--- src/rtl/mmio_uart_io_unit_pkg.sv ---
// Register map, bit positions and TX drain state encoding shared by the
// memory-mapped UART/LED I/O unit.
package io_map_pkg;

  localparam logic [1:0] REG_DATA   = 2'd0;
  localparam logic [1:0] REG_STATUS = 2'd1;
  localparam logic [1:0] REG_CTRL   = 2'd2;
  localparam logic [1:0] REG_CLEAR  = 2'd3;

  localparam int unsigned ST_RX_NE   = 0;
  localparam int unsigned ST_RX_FULL = 1;
  localparam int unsigned ST_TX_EMPT = 2;
  localparam int unsigned ST_TX_FULL = 3;
  localparam int unsigned ST_TX_OVF  = 4;
  localparam int unsigned ST_RX_OVR  = 5;
  localparam int unsigned ST_TX_IDLE = 6;

  localparam int unsigned CTRL_RX_IE = 0;
  localparam int unsigned CTRL_TX_IE = 1;

  localparam int unsigned CLR_TX_OVF = 4;
  localparam int unsigned CLR_RX_OVR = 5;

  typedef enum logic [1:0] {
    TX_IDLE  = 2'd0,
    TX_PULSE = 2'd1,
    TX_HOLD  = 2'd2,
    TX_WAIT  = 2'd3
  } tx_state_e;

endpackage

--- src/rtl/mmio_uart_io_unit_fifo.sv ---
// Synchronous show-ahead FIFO with wrap-bit pointers. A push into a full
// FIFO is accepted only when a pop happens in the same cycle.
module sync_fifo #(
  parameter int unsigned WIDTH = 8,
  parameter int unsigned DEPTH = 16
) (
  input  logic                       clk,
  input  logic                       rst,
  input  logic                       push,
  input  logic                       pop,
  input  logic [WIDTH-1:0]           din,
  output logic [WIDTH-1:0]           dout,
  output logic                       full,
  output logic                       empty,
  output logic [$clog2(DEPTH):0]     count
);

  localparam int unsigned AW = $clog2(DEPTH);
  localparam logic [AW:0] PTR_ONE = 1;

  logic [WIDTH-1:0] mem_q [DEPTH];
  logic [AW:0]      wr_ptr_q, wr_ptr_d;
  logic [AW:0]      rd_ptr_q, rd_ptr_d;
  logic             do_push, do_pop;

  assign empty = (wr_ptr_q == rd_ptr_q);
  assign full  = (wr_ptr_q[AW] != rd_ptr_q[AW]) &&
                 (wr_ptr_q[AW-1:0] == rd_ptr_q[AW-1:0]);
  assign count = wr_ptr_q - rd_ptr_q;
  assign dout  = mem_q[rd_ptr_q[AW-1:0]];

  always_comb begin
    do_pop   = pop & ~empty;
    do_push  = push & (~full | do_pop);
    wr_ptr_d = do_push ? (wr_ptr_q + PTR_ONE) : wr_ptr_q;
    rd_ptr_d = do_pop  ? (rd_ptr_q + PTR_ONE) : rd_ptr_q;
  end

  always_ff @(posedge clk or posedge rst) begin
    if (rst) begin
      wr_ptr_q <= '0;
      rd_ptr_q <= '0;
    end else begin
      wr_ptr_q <= wr_ptr_d;
      rd_ptr_q <= rd_ptr_d;
    end
  end

  // Head is read combinationally before this edge, so overwriting the
  // head slot on a full push+pop is safe.
  always_ff @(posedge clk) begin
    if (do_push) mem_q[wr_ptr_q[AW-1:0]] <= din;
  end

endmodule

--- src/rtl/mmio_uart_io_unit.sv ---
// Memory-mapped UART/LED I/O unit on the MEM-stage data port: TX FIFO with
// autonomous drain FSM, edge-captured RX FIFO, sticky errors, IRQ, LEDs.
module mmio_uart_io_unit
  import io_map_pkg::*;
#(
  parameter logic [31:0] IO_BASE  = 32'h1000_0000,
  parameter logic [31:0] LED_ADDR = 32'h2000_0000,
  parameter int unsigned LED_W    = 16,
  parameter int unsigned TX_DEPTH = 16,
  parameter int unsigned RX_DEPTH = 16
) (
  input  logic             clk,
  input  logic             rst,
  input  logic [31:0]      bus_addr,
  input  logic [31:0]      bus_wdata,
  input  logic             bus_we,
  input  logic             bus_re,
  output logic             bus_hit,
  output logic [31:0]      bus_rdata,
  output logic [LED_W-1:0] led_out,
  output logic [7:0]       uart_tx_data,
  output logic             uart_tx_we,
  input  logic             uart_tx_busy,
  input  logic [7:0]       uart_rx_data,
  input  logic             uart_rx_valid,
  output logic             uart_rx_re,
  output logic             irq
);

  tx_state_e        state_q, state_d;
  logic [7:0]       tx_data_q, tx_data_d;
  logic [31:0]      rdata_q, rdata_d;
  logic [LED_W-1:0] led_q, led_d;
  logic [1:0]       ctrl_q, ctrl_d;
  logic             tx_ovf_q, tx_ovf_d, rx_ovr_q, rx_ovr_d;
  logic             rx_prev_q, rx_re_q, rx_re_d, irq_q, irq_d;

  logic [31:0] uart_off;
  logic        uart_hit, led_hit, rd_en, tx_idle;
  logic        tx_push, tx_pop, tx_full, tx_empty;
  logic        rx_push, rx_pop, rx_full, rx_empty;
  logic [7:0]  tx_dout, rx_dout;
  logic [6:0]  status;
  logic [$clog2(TX_DEPTH):0] tx_count;
  logic [$clog2(RX_DEPTH):0] rx_count;
  logic        unused_bits;

  assign uart_off = bus_addr - IO_BASE;
  assign uart_hit = (uart_off < 32'd16);
  assign led_hit  = (bus_addr == LED_ADDR);
  assign bus_hit  = uart_hit | led_hit;
  assign rd_en    = bus_re & ~bus_we;
  assign tx_idle  = (state_q == TX_IDLE) & tx_empty;
  assign rx_push  = uart_rx_valid & ~rx_prev_q;
  assign status   = {tx_idle, rx_ovr_q, tx_ovf_q, tx_full, tx_empty, rx_full, ~rx_empty};
  assign unused_bits = ^{tx_count, rx_count, uart_off[31:4], uart_off[1:0], bus_wdata};

  sync_fifo #(.WIDTH(8), .DEPTH(TX_DEPTH)) u_tx_fifo (
    .clk(clk), .rst(rst), .push(tx_push), .pop(tx_pop), .din(bus_wdata[7:0]),
    .dout(tx_dout), .full(tx_full), .empty(tx_empty), .count(tx_count)
  );

  sync_fifo #(.WIDTH(8), .DEPTH(RX_DEPTH)) u_rx_fifo (
    .clk(clk), .rst(rst), .push(rx_push), .pop(rx_pop), .din(uart_rx_data),
    .dout(rx_dout), .full(rx_full), .empty(rx_empty), .count(rx_count)
  );

  always_comb begin
    state_d   = state_q;
    tx_data_d = tx_data_q;
    tx_pop    = 1'b0;
    unique case (state_q)
      TX_IDLE: if (!tx_empty && !uart_tx_busy) begin
        tx_pop    = 1'b1;
        tx_data_d = tx_dout;
        state_d   = TX_PULSE;
      end
      TX_PULSE: state_d = TX_HOLD;
      TX_HOLD:  state_d = TX_WAIT;
      TX_WAIT:  if (!uart_tx_busy) state_d = TX_IDLE;
      default:  state_d = TX_IDLE;
    endcase
  end

  always_comb begin
    tx_push  = 1'b0;
    rx_pop   = 1'b0;
    ctrl_d   = ctrl_q;
    led_d    = led_q;
    tx_ovf_d = tx_ovf_q;
    rx_ovr_d = rx_ovr_q;
    rdata_d  = '0;
    if (bus_we && uart_hit) begin
      unique case (uart_off[3:2])
        REG_DATA:  tx_push = 1'b1;
        REG_CTRL:  ctrl_d = bus_wdata[1:0];
        REG_CLEAR: begin
          if (bus_wdata[CLR_TX_OVF]) tx_ovf_d = 1'b0;
          if (bus_wdata[CLR_RX_OVR]) rx_ovr_d = 1'b0;
        end
        default: ;
      endcase
    end
    if (bus_we && led_hit) led_d = bus_wdata[LED_W-1:0];
    if (rd_en && uart_hit) begin
      unique case (uart_off[3:2])
        REG_DATA: if (!rx_empty) begin
          rx_pop  = 1'b1;
          rdata_d = {24'd0, rx_dout};
        end
        REG_STATUS: rdata_d = 32'(status);
        REG_CTRL:   rdata_d = {30'd0, ctrl_q};
        default: ;
      endcase
    end
    if (rd_en && led_hit) rdata_d = 32'(led_q);
    // Sticky errors only when the byte is really lost (no same-cycle pop).
    if (tx_push && tx_full && !tx_pop) tx_ovf_d = 1'b1;
    if (rx_push && rx_full && !rx_pop) rx_ovr_d = 1'b1;
    rx_re_d = rx_push;
    irq_d   = (ctrl_q[CTRL_RX_IE] & ~rx_empty) |
              (ctrl_q[CTRL_TX_IE] & tx_empty & tx_idle);
  end

  always_ff @(posedge clk or posedge rst) begin
    if (rst) begin
      state_q   <= TX_IDLE;
      tx_data_q <= '0;
      rdata_q   <= '0;
      led_q     <= '0;
      ctrl_q    <= '0;
      tx_ovf_q  <= 1'b0;
      rx_ovr_q  <= 1'b0;
      rx_prev_q <= 1'b0;
      rx_re_q   <= 1'b0;
      irq_q     <= 1'b0;
    end else begin
      state_q   <= state_d;
      tx_data_q <= tx_data_d;
      rdata_q   <= rdata_d;
      led_q     <= led_d;
      ctrl_q    <= ctrl_d;
      tx_ovf_q  <= tx_ovf_d;
      rx_ovr_q  <= rx_ovr_d;
      rx_prev_q <= uart_rx_valid;
      rx_re_q   <= rx_re_d;
      irq_q     <= irq_d;
    end
  end

  assign uart_tx_we   = (state_q == TX_PULSE);
  assign uart_tx_data = tx_data_q;
  assign uart_rx_re   = rx_re_q;
  assign bus_rdata    = rdata_q;
  assign led_out      = led_q;
  assign irq          = irq_q;

endmodule

--- config.mk ---
export PLATFORM = sky130hd
export DESIGN_NAME = mmio_uart_io_unit
export DESIGN_NICKNAME = d
export VERILOG_FILES = /design/src/rtl/mmio_uart_io_unit_pkg.sv /design/src/rtl/mmio_uart_io_unit_fifo.sv /design/src/rtl/mmio_uart_io_unit.sv
export SDC_FILE = /design/constraint.sdc
export NUM_CORES = 1
export LEC_CHECK = 0
export BUFFER_PORTS_ARGS = -buffer_cell sky130_fd_sc_hd__buf_2
export CAP_MARGIN = 20
export CORE_MARGIN = 10
export CORE_UTILIZATION = 45
export DETAILED_ROUTE_END_ITERATION = 6
export HOLD_SLACK_MARGIN = 0.06
export PLACE_DENSITY = 0.75
export SYNTH_ARGS = -nofsm -noshare
export SYNTH_HDL_FRONTEND = slang
export SYNTH_SLANG_ARGS = --single-unit
--- constraint.sdc ---
create_clock -name clk -period 2.8 [get_ports clk]
set_input_delay 0.84 -clock clk [delete_from_list [all_inputs] [get_ports clk]]
set_output_delay 0.84 -clock clk [all_outputs]
set_load 0.05 [all_outputs]
======== Word level (Yosys, flattened, before mapping) ========
Memory sizes are Yosys's and may differ from the RTL's. A register that Yosys moved wholly into a read port is not among the register bits.
Index checks and enable logic that the tools add are counted.
word-level totals
  flip-flop bits (word level) ............. 77
  memory bits (writable) .................. 256
  input bits .............................. 78
  output and inout bits ................... 60
  word-level logic and storage cells ...... 110
  memories ................................ 2
cells by class
  $add $sub $neg .......................... 5
  $lt $le $gt $ge ......................... 1
  eq/ne operators ......................... 15
  muxes and demuxes ....................... 26
  bitwise logic cells ..................... 20
  reductions and logical operators ........ 28
memory list
  name             words  bits a word  read ports  clocked after memory_dff  write ports  RTL line                      text
  u_rx_fifo.mem_q  16     8            1           0                         1            mmio_uart_io_unit_fifo.sv:21  logic [WIDTH-1:0] mem_q [DEPTH];
  u_tx_fifo.mem_q  16     8            1           1                         1            mmio_uart_io_unit_fifo.sv:21
operators by type and width
  operator                  number
  $eq A32 B30 Y1 const B    1
  $lt A32 B5 Y1 const B     1
  $mux W32                  1
  $sub A32 B29 Y32 const B  1
  $pmux W8 S3               1
  $add A5 B1 Y5 const B     4
  $mux W1                   19
  $mux W8                   2
  $reduce_bool A2 Y1        6
  $logic_and A1 B1 Y1       11
  $and A1 B1 Y1             10
  $eq A5 B5 Y1              2
  $eq A2 B2 Y1 const B      4
  $eq A4 B4 Y1              2
  $pmux W2 S4               1
  $not A1 Y1                6
  $reduce_and A2 Y1         3
  $reduce_and A3 Y1         2
  $eq A2 B1 Y1 const B      2
  $logic_not A1 Y1          4
  $logic_not A2 Y1          2
  $mux W2                   2
  $or A1 B1 Y1              4
  $ne A1 B1 Y1              2
  other kinds (2)           2

======== Logic depth before layout (Yosys ltp) ========
Gate-level depths: netlist of the first run.
  depth in word-level cells ............... 10
  mapped depth ............................ 8
  mapped depth without buffers ............ 7

======== Modules after synthesis ========
From an unflattened synthesis of the first run, not the netlist that was laid out.
second synthesis, totals
  cell total of the unflattened synthesis .. 806
  area total of the unflattened synthesis .. 13720.7 sq um
by module, submodules not included
  module             instances  cells an instance  area each (sq um)  sequential area each (sq um)
  sync_fifo          2          299                5695.5             4093.9
  mmio_uart_io_unit  1          208                2329.7             1226.2

======== Worst setup path before layout of the first run ========
No wires, ideal clock.
  kind .................................... input to output
  from .................................... in bus_addr[16]
  to ...................................... out bus_hit
  arrival ................................. 2.566 ns
  required time ........................... 1.960 ns
  path slack .............................. -0.606 ns
  stages on the path ...................... 3
  path through ............................ nor4_1 nand4_1 nor3_1
on the way
  cells in the longest elaborated chain, start to end .. 3
  elaborated cells between the ends (all ways) .. 4
ends and longest elaborated chain
  what                RTL line                 text
  start: declaration  mmio_uart_io_unit.sv:14  input logic [31:0] bus_addr,
  $sub A32 B29 Y32    mmio_uart_io_unit.sv:48  assign uart_off = bus_addr - IO_BASE;
  $lt A32 B5 Y1       mmio_uart_io_unit.sv:49  assign uart_hit = (uart_off < 32'd16);
  $or A1 B1 Y1 *      mmio_uart_io_unit.sv:51  assign bus_hit = uart_hit | led_hit;
  end: declaration    mmio_uart_io_unit.sv:18  output logic bus_hit,
Mark *: on every way between the ends. The rest lies on a longest branch, timed or not.

======== Worst setup path after layout of the first run ========
  from .................................... in bus_addr[0]
  to ...................................... out bus_hit
Same word-level chain as after synthesis.

==> key figures, run 1 <==
Critical path
  • WP buf/inv: 2
  • CP max stage cell: a211o_1
  • Worst EP required: 1960 ps
  • Worst path most repeated cell: buf_6
  • Top delay family on crit path: simple AND/OR/NAND/NOR gates
  • Worst endpoint data arrival time: 1950 ps
  • Crit path launch type: input port
  • Critical path type: in2out
  • Setup crit end kind: output pin
  • Crit-path cells: buf_6, nor4b_4, nand2_1, a211o_1, nor3_4, buf_6
  • Crit path largest cell delay: 300 ps
  • Worst Path Max Fanout: 2

Floorplan
  • Top Ports: 138
  • Die W: 192 um
  • Initial Utilization: 46.1%
  • Die Ht: 192 um
  • Floorplan core area: 28,900 um2
  • Rows: 62
  • DIE AREA: 36,900 um2

Power and ir drop
  • Leakage power: 5.87 nW
  • Internal: 9.09 mW
  • Sw frac: 27.4%
  • VDD IR max: 0.770 mV
  • Clock power share: 35.3%
  • Combinational power share: 19.9%
  • Pwr Density: 775 nW/um2
  • Sequential Power Share: 44.8%
  • Net Switching: 3.44 mW

Synthesis
  • Sequential area share after synthesis: 70.6%
  • Post-Syn Area: 13,300 um2
  • Post-synth top flop: edfxtp_1
  • Yosys warnings: 0
  • Largest cells by area after synthesis: edfxtp_1, dfrtp_1, mux4_2
  • Synthesis-stage register bit count: 325
  • Library cells used by synthesis: 48
  • Synth top area share: 57.7%
  • Post-synthesis async set-or-reset flop share: 21.2%
  • Synth Area per Inst: 17.3 um2
  • Cells after Synth: 772
  • Count leader, synth: edfxtp_1
  • Post-synth top cells: edfxtp_1, dfrtp_1, mux4_2
  • EDFF count, synth: 256
  • Top cell type by total area after synthesis: edfxtp_1

Finish
  • Layout Utilization: 55.9%
  • Share of cells above drive strength 1: 37.6%
  • Layout area overhead: 21.3%
  • Final instance area: 16,200 um2
  • Fin nets: 1,040
  • Non-Filler Instances: 1,357

Clocking
  • CTS sink count: 325
  • Clk slew on worst S/H paths: 60 ps
  • CTS tree: done
  • Number of CTS-inserted buffers: 34
  • Clock H-tree levels: 2
  • Worst skew pair latency: 520 ps
  • Maximum clock insertion buffer count: 3
  • Root Driver: clkbuf_16
  • Cts hold-fix bufs: 0

Timing
  • Final hold vios: 0
  • Final setup vio count: 0
  • Fmax: 359 MHz
  • RSZ-0062 raised after global routing: true
  • WHS: 431 ps
  • Least-Margin Pin Slew: 773 ps
  • Slew margin rel.: 48.5%
  • Clock skew: 24.8 ps
  • Crit path time final: 2790 ps
  • Pins over their slew limit: 0
  • Final setup TNS: 0 ps
  • Fin crit share: 99.6%

Outcome
  • Outcome: complete, no violations

Global routing
  • Total gr overflow: 0
  • Vias in the first global route: 7,719
  • GR Util All Layers: 16.1%
  • Global-route wire length before repair: 45,600 um
  • Antenna violations before repair: 2
  • Pin count of the biggest net entering global routing: 40

Route
  • Drt drc: 0
  • Pre-antenna DRT Iters: 4
  • Detail Route Antenna Nets: 0
  • Final wirelength: 29,900 um
  • Vias per cell: 5.50
  • Initial drt markers: 494
  • Vias post-DR: 7,457
  • WL/cell: 22.1 um

Placement
  • DP HPWL: 20,100 um
  • Port-buffer cells: 105
  • Placed instance count: 1,295
  • DP Area: 15,000 um2
  • Routability Congestion: 0.842

Run
  • Max cap viols: 0

Min path
  • Hold Crit Class: in2async
==> metrics by stage <==
stage,worst slack (ps),power (mW)
global placement,-335,8.13
floorplan,-303,7.39
CTS,-51.7,12.6
finish,11.3,12.5
detailed placement,-341,8.19
global route,-14.1,13.0
==> final timing paths <==
path / from / to / slack (ps) / depth (start not counted)
worst max-delay path: bus_addr[0] / bus_hit / 10 / 6
worst min-delay path: rst / ctrl_q[1]$_DFFE_PP0P_ / 430 / 2
worst max register to register: state_q[0]$_DFFE_PP0P_ / u_tx_fifo.mem_q[2][0]$_DFFE_PP_ / 380 / 10
worst min register to register: led_out[10]$_DFFE_PP0P_ / bus_rdata[10]$_DFF_PP0_ / 490 / 1
max in group asynchronous: rst / u_rx_fifo.rd_ptr_q[1]$_DFFE_PP0P_ / 1670 / 3
min in group clk: uart_rx_valid / rx_prev_q$_DFF_PP0_ / 460 / 1
==> worst register-to-register path: cells and delay by family, from the launching register on <==
kind,cells,cell delay [ps]
buffers and inverters,4,640
AND/OR/NAND/NOR,4,510
flip-flops,1,410
AO/OA/AOI/OAI,1,380
adder cells (fa/ha/maj),1,220
==> cells by family (layout without fill, tap and decap cells) <==
family                     count (synthesis)  in the layout  synth area share, %
xor gates and xnor gates                  25             25                 1.70
muxes                                     98             98                 12.9
buffers and inverters                     71            256                 2.55
other                                      1             17               0.0281
AOI/OAI and AO/OA                         76             76                 4.16
adders and majority gates                 15             15                 1.41
DFF                                      325            325                 70.6
and+or+nand+nor                          161            161                 6.58
==> what timing repair did <==
action / CTS / global route
resized for setup: 6 / 8
setup endpoints to repair: 1 / 1
buffers inserted: 1 / 0
pin swaps: 4 / 2
==> per-layer routing <==
| layer | vias to the layer above | routed length (um) | global-route usage, % |
|---|---|---|---|
| met2 | 208 | 15900 | 28.2 |
| met1 | 3860 | 12100 | 20.1 |
| met3 | 43 | 1360 | 2.67 |
| met5 | - | 0 | 0 |
| li1 | 3346 | - | - |
| met4 | 0 | 614 | 4.56 |
==> cell type report <==
| cell class | instances | area, um2 |
|---|---|---|
| multi-input cells | 391 | 3840 |
| clock inverters | 18 | 185 |
| well taps | 384 | 480 |
| repair buffers | 178 | 1250 |
| clock buffers | 43 | 926 |
| diodes | 1 | 2.50 |
| inverters | 17 | 65.1 |
| flip-flops and latches | 325 | 9420 |
| fillers | 2196 | 12800 |
==> power groups by stage <==
stage	combinational (mW)	sequential (mW)	clock [mW]
finish	2.49	5.61	4.42
global route	2.69	5.64	4.69
global placement	2.43	5.69	0
floorplan	1.54	5.85	0
CTS	2.51	5.61	4.49
detailed placement	2.48	5.71	0
==> flip-flops by register name (all words and copies together) (netlist names), 2 cells and up <==
| name | count |
|---|---|
| u_rx_fifo.mem_q | 128 |
| u_tx_fifo.mem_q | 128 |
| bus_rdata | 16 |
| led_out | 16 |
| uart_tx_data | 8 |
| u_rx_fifo.rd_ptr_q | 5 |
| u_rx_fifo.wr_ptr_q | 5 |
| u_tx_fifo.rd_ptr_q | 5 |
| u_tx_fifo.wr_ptr_q | 5 |
| ctrl_q | 2 |
| state_q | 2 |
==> cell usage in the layout, fill, tap and decap left out, drive strengths merged, types with 12 or more instances in the layout <==
cell type,instances
a2111oi,17
xor2,13
nand2,35
conb,16
nor2b,26
a21oi,21
clkinv,15
edfxtp,256
ha,15
xnor2,12
nor2,26
buf,178
and3,13
dfrtp,69
mux2,35
mux4,56
and2,12
inv,16
clkbuf,43
Note: power is estimated with default switching activity, not from simulation.
==> run 2: changes to the inputs <==
--- a/config.mk
+++ b/config.mk
@@ -7,6 +7,7 @@
 export LEC_CHECK = 0
 export BUFFER_PORTS_ARGS = -buffer_cell sky130_fd_sc_hd__buf_2
 export CAP_MARGIN = 20
+export CORE_ASPECT_RATIO = 1.25
 export CORE_MARGIN = 10
 export CORE_UTILIZATION = 45
 export DETAILED_ROUTE_END_ITERATION = 6
==> run 2 against run 1 <==
The run now ends with negative setup slack left. Count of clock-buffer cells in the layout fell by 3. Clock power is 2% higher. Worst hold slack worse by 180 ps. Clock skew increased by 1.3 ps. Core utilization down 0.31 points. First-iteration DRC count up 27%. Non-clock buffer count rose by 2. Critical path type unchanged. Largest power group unchanged. Highest routed layer unchanged.
==> key figures, run 2 (synthesis gave the netlist of run 1 again) <==
Finish
  • Layout Utilization: 55.5%
  • Commonest non-fill, non-tap cell in the layout: edfxtp_1
  • Layout area overhead: 21.9%
  • Most frequent cells in the layout: edfxtp_1, buf_2, dfrtp_1
  • Non-Filler Instances: 1,366
  • Fin nets: 1,039
  • Fillcell total: 2,266
  • Final instance area: 16,200 um2
  • Multi-input logic area: 3820 um2
  • FF/Latch Area: 9420 um2
  • # diodes: 0
  • Share of cells above drive strength 1: 37.7%

Floorplan
  • Rows: 70
  • Top Ports: 138
  • Die Ht: 212 um
  • Floorplan core area: 29,300 um2
  • Initial Utilization: 45.6%
  • Die W: 174 um
  • DIE AREA: 36,900 um2

Outcome
  • Outcome: complete, but fails checks
  • Failing checks: negative setup slack

Timing
  • Crit path time final: 2920 ps
  • Final hold vios: 0
  • Fmax: 342 MHz
  • Fin crit share: 104%
  • Pins over their slew limit: 0
  • Final setup vio count: 1
  • RSZ-0062 raised after global routing: true
  • Clock skew: 26.1 ps
  • Final worst slack: -124 ps
  • Least-Margin Pin Slew: 668 ps
  • Slew margin rel.: 54.3%

Placement
  • Routability Congestion: 0.855
  • DP Area: 15,100 um2
  • DP HPWL: 20,900 um
  • Port-buffer cells: 105
  • Placed instance count: 1,309

Critical path
  • Crit path launch type: input port
  • Critical path type: in2out
  • Worst endpoint data arrival time: 2080 ps
  • Setup crit end kind: output pin
  • Worst Path Max Fanout: 2
  • Worst EP required: 1960 ps

Route
  • Final wirelength: 30,300 um
  • WL/cell: 22.2 um
  • Drt drc: 0
  • Pre-antenna DRT Iters: 5
  • Initial drt markers: 626
  • Vias post-DR: 7,434
  • Detail Route Antenna Nets: 0
  • Vias per cell: 5.44

Power and ir drop
  • Internal: 9.25 mW
  • VDD IR max: 0.523 mV
  • Pwr Density: 786 nW/um2
  • Sequential Power Share: 44.1%
  • Leakage power: 5.92 nW
  • Clock power share: 35.4%
  • Sw frac: 27.6%
  • Combinational power share: 20.6%
  • Net Switching: 3.52 mW

Clocking
  • Clock H-tree levels: 1
  • Maximum clock insertion buffer count: 3
  • Root Driver: clkbuf_16
  • CTS tree: done
  • Number of CTS-inserted buffers: 31
  • Worst skew pair latency: 570 ps
  • Clk slew on worst S/H paths: 70 ps
  • CTS sink count: 325

Global routing
  • Vias in the first global route: 7,735
  • Total gr overflow: 0
  • Antenna violations before repair: 0
  • GR Util All Layers: 16.1%
  • Global-route wire length before repair: 46,200 um
  • Pin count of the biggest net entering global routing: 47

Min path
  • Hold Crit Class: in2async

Run
  • Max cap viols: 0
## run 2: layout make-up
class                   instances  share of cell area (%)
repair buffers                180                    8.26
inverters                      17                   0.393
flip-flops and latches        325                    58.0
clock buffers                  40                    5.11
well taps                     396                    3.05
multi-input cells             391                    23.5
clock inverters                17                    1.74
## run 2: worst max-delay path, cell delays in order
cell	delay, ps
buf_6	100
nor4b_4	280
buf_4	190
nand2_4	60
a211o_1	290
nor3_4	160
buf_12	160
## run 2: power by group through the flow
stage	Clock (mW)	Sequential (mW)	Combinational [mW]
floorplan	0	5.85	1.54
global placement	0	5.71	2.56
detailed placement	0	5.72	2.61
CTS	4.59	5.62	2.65
global route	4.79	5.65	2.83
finish	4.52	5.62	2.62
## run 2: repair_timing
action | 4_1_cts | 5_1_grt
pin swaps | 3 | 1
buffers inserted | 0 | 0
hold endpoints to repair | 0 | 0
setup endpoints to repair | 1 | 1
gates resized for setup | 6 | 2
hold buffers | 0 | 0
## run 2: layer usage
metal / track usage, % / wire [um]
met5: 0 / 0
met3: 2.27 / 1390
met1: 18.8 / 11400
met4: 4.96 / 867
met2: 29.9 / 16600
## run 2: final timing paths
kind	from	endpoint	slack [ps]	depth (start not counted)
hold / removal	rst	irq$_DFF_PP0_	260	2
setup reg to reg	state_q[0]$_DFFE_PP0P_	u_tx_fifo.mem_q[0][7]$_DFFE_PP_	440	9
hold reg to reg	rx_prev_q$_DFF_PP0_	uart_rx_re$_DFF_PP0_	450	1
max in group asynchronous	rst	bus_rdata[1]$_DFF_PP0_	1860	3
min in group clk	uart_rx_valid	rx_prev_q$_DFF_PP0_	400	1
setup / recovery	bus_addr[0]	bus_hit	-120	7
## run 2: per-stage QoR
stage	setup TNS [ps]	setup slack [ps]	power, mW	hold WS [ps]
after CTS	-238	-238	12.9	242
after global routing	-182	-182	13.3	264
after floorplan	-30190	-303	7.39	428
after detailed placement	-54180	-423	8.33	447
final	-124	-124	12.8	255
after global placement	-46440	-313	8.26	440
==> run 3: changes to the inputs <==
--- a/config.mk
+++ b/config.mk
@@ -12,7 +12,8 @@
 export CORE_UTILIZATION = 45
 export DETAILED_ROUTE_END_ITERATION = 6
 export HOLD_SLACK_MARGIN = 0.06
-export PLACE_DENSITY = 0.75
+export PLACE_DENSITY = 0.73
+export SKIP_CTS_REPAIR_TIMING = 1
 export SYNTH_ARGS = -nofsm -noshare
 export SYNTH_HDL_FRONTEND = slang
 export SYNTH_SLANG_ARGS = --single-unit
==> constraint.sdc (replaced) <==
create_clock -name clk -period 2.7 [get_ports clk]
set_input_delay 0.81 -clock clk [delete_from_list [all_inputs] [get_ports clk]]
set_output_delay 0.81 -clock clk [all_outputs]
set_load 0.05 [all_outputs]
==> run 3 against run 2 <==
The run still ends with negative setup slack left. Critical path depth shrank 1. Worst hold slack gained 72 ps. Sequential share of layout area shrank 0.60 points. Combinational power shrank 3%. Core utilization grew 0.59 points. Critical path type unchanged. Critical endpoint unchanged. Largest cell class unchanged.
==> key figures, run 3 (synthesis gave the netlist of run 1 again) <==
Floorplan
  • Floorplan core area: 29,300 um2
  • DIE AREA: 36,900 um2
  • Initial Utilization: 45.6%
  • Top Ports: 138
  • Die Ht: 212 um
  • Die W: 174 um
  • Rows: 70

Timing
  • Final hold vios: 0
  • Clock skew: 9.02 ps
  • Least-Margin Pin Slew: 669 ps
  • Final setup vio count: 1
  • Crit path time final: 2840 ps
  • Fmax: 353 MHz
  • Final worst slack: -137 ps
  • RSZ-0062 raised after global routing: true
  • Slew margin rel.: 55.4%
  • Fin crit share: 105%
  • Pins over their slew limit: 0

Critical path
  • Worst-case reg-to-reg path depth: 8
  • Worst EP required: 1890 ps
  • Worst endpoint data arrival time: 2030 ps
  • Setup crit end kind: output pin
  • Worst Path Max Fanout: 2
  • Critical path type: in2out
  • Crit path launch type: input port

Route
  • Final wirelength: 29,600 um
  • Vias per cell: 5.37
  • Drt drc: 0
  • Vias post-DR: 7,320
  • Detail Route Antenna Nets: 0
  • Initial drt markers: 428
  • Pre-antenna DRT Iters: 4
  • WL/cell: 21.7 um

Outcome
  • Failing checks: negative setup slack
  • Outcome: complete, but fails checks

Finish
  • Layout Utilization: 56.1%
  • Non-Filler Instances: 1,362
  • Layout area overhead: 23.2%
  • Fin nets: 1,034
  • Most frequent cells in the layout: edfxtp_1, buf_2, dfrtp_1
  • Commonest non-fill, non-tap cell in the layout: edfxtp_1
  • Share of cells above drive strength 1: 38.5%

Placement
  • Placed instance count: 1,304
  • Port-buffer cells: 105
  • DP HPWL: 19,900 um
  • Setup slack at placement: -343 ps
  • Routability Congestion: 0.804

Global routing
  • Vias in the first global route: 7,621
  • Antenna violations before repair: 1
  • Global-route wire length before repair: 45,400 um
  • Pin count of the biggest net entering global routing: 41
  • Total gr overflow: 0
  • GR Util All Layers: 15.8%

Clocking
  • Worst skew pair latency: 570 ps
  • Root Driver: clkbuf_16
  • Number of CTS-inserted buffers: 31
  • CTS sink count: 325
  • CTS tree: done
  • Clk slew on worst S/H paths: 60 ps
  • Clock H-tree levels: 1
  • Maximum clock insertion buffer count: 3

Power and ir drop
  • Leakage power: 5.91 nW
  • VDD IR max: 0.770 mV
  • Pwr Density: 800 nW/um2

Run
  • Max cap viols: 0

Min path
  • Hold Crit Class: in2async
[run 3: changes by cell type in the layout (fill, tap and decap cells not counted), sizes merged]
cell | previous run | this run
buf | 180 | 175
clkbuf | 40 | 36
clkinv | 7 | 9
clkinvlp | 2 | 3
diode | 0 | 1
inv | 18 | 19
[run 3: worst max-delay path, cell delays in order]
cell	delay, ps
buf_2	110
nor4b_4	330
nand2_2	110
a211o_1	310
nor3_4	170
buf_12	170
[run 3: power breakdown]
group	switching (mW)	internal (mW)	leakage [nW]
clock	1.89	2.88	0.553
combinational	1.53	1.01	2.15
sequential	0.174	5.66	3.20
total	3.59	9.55	5.91
[run 3: layout make-up]
type	count	area [um2]
clock buffers	36	825
diodes	1	2.50
repair buffers	175	1340
multi-input cells	391	3960
fillers	2300	12800
inverters	17	65.1
flip-flops and latches	325	9420
well taps	396	495
clock inverters	21	318
[run 3: worst paths after layout]
check | startpoint | end | slack [ps]
max | bus_addr[1] | bus_hit | -140
max in group asynchronous | rst | u_rx_fifo.rd_ptr_q[1]$_DFFE_PP0P_ | 1740
max reg2reg | u_rx_fifo.wr_ptr_q[1]$_DFFE_PP0P_ | u_rx_fifo.mem_q[2][2]$_DFFE_PP_ | 240
min in group clk | uart_rx_valid | rx_prev_q$_DFF_PP0_ | 360
min | rst | led_out[4]$_DFFE_PP0P_ | 330
min reg2reg | led_out[10]$_DFFE_PP0P_ | bus_rdata[10]$_DFF_PP0_ | 490
[run 3: per-stage QoR]
step | area [um2] | power [mW] | TNS (ps) | hold WS [ps]
3_3_place_gp | 15200 | 8.43 | -62180 | 479
6_report | 16400 | 13.1 | -137 | 327
4_1_cts | 16400 | 13.2 | -268 | 327
2_1_floorplan | 13700 | 7.69 | -39360 | 428
5_1_grt | 16400 | 13.7 | -199 | 354
3_5_place_dp | 15200 | 8.49 | -66350 | 484
[run 3: metal layers]
layer	up-vias	wire (um)	track usage, %
met4	0	424	3.13
met2	188	16000	28.8
met1	3769	11600	19.5
li1	3323	-	-
met5	-	0	0
met3	40	1560	2.36
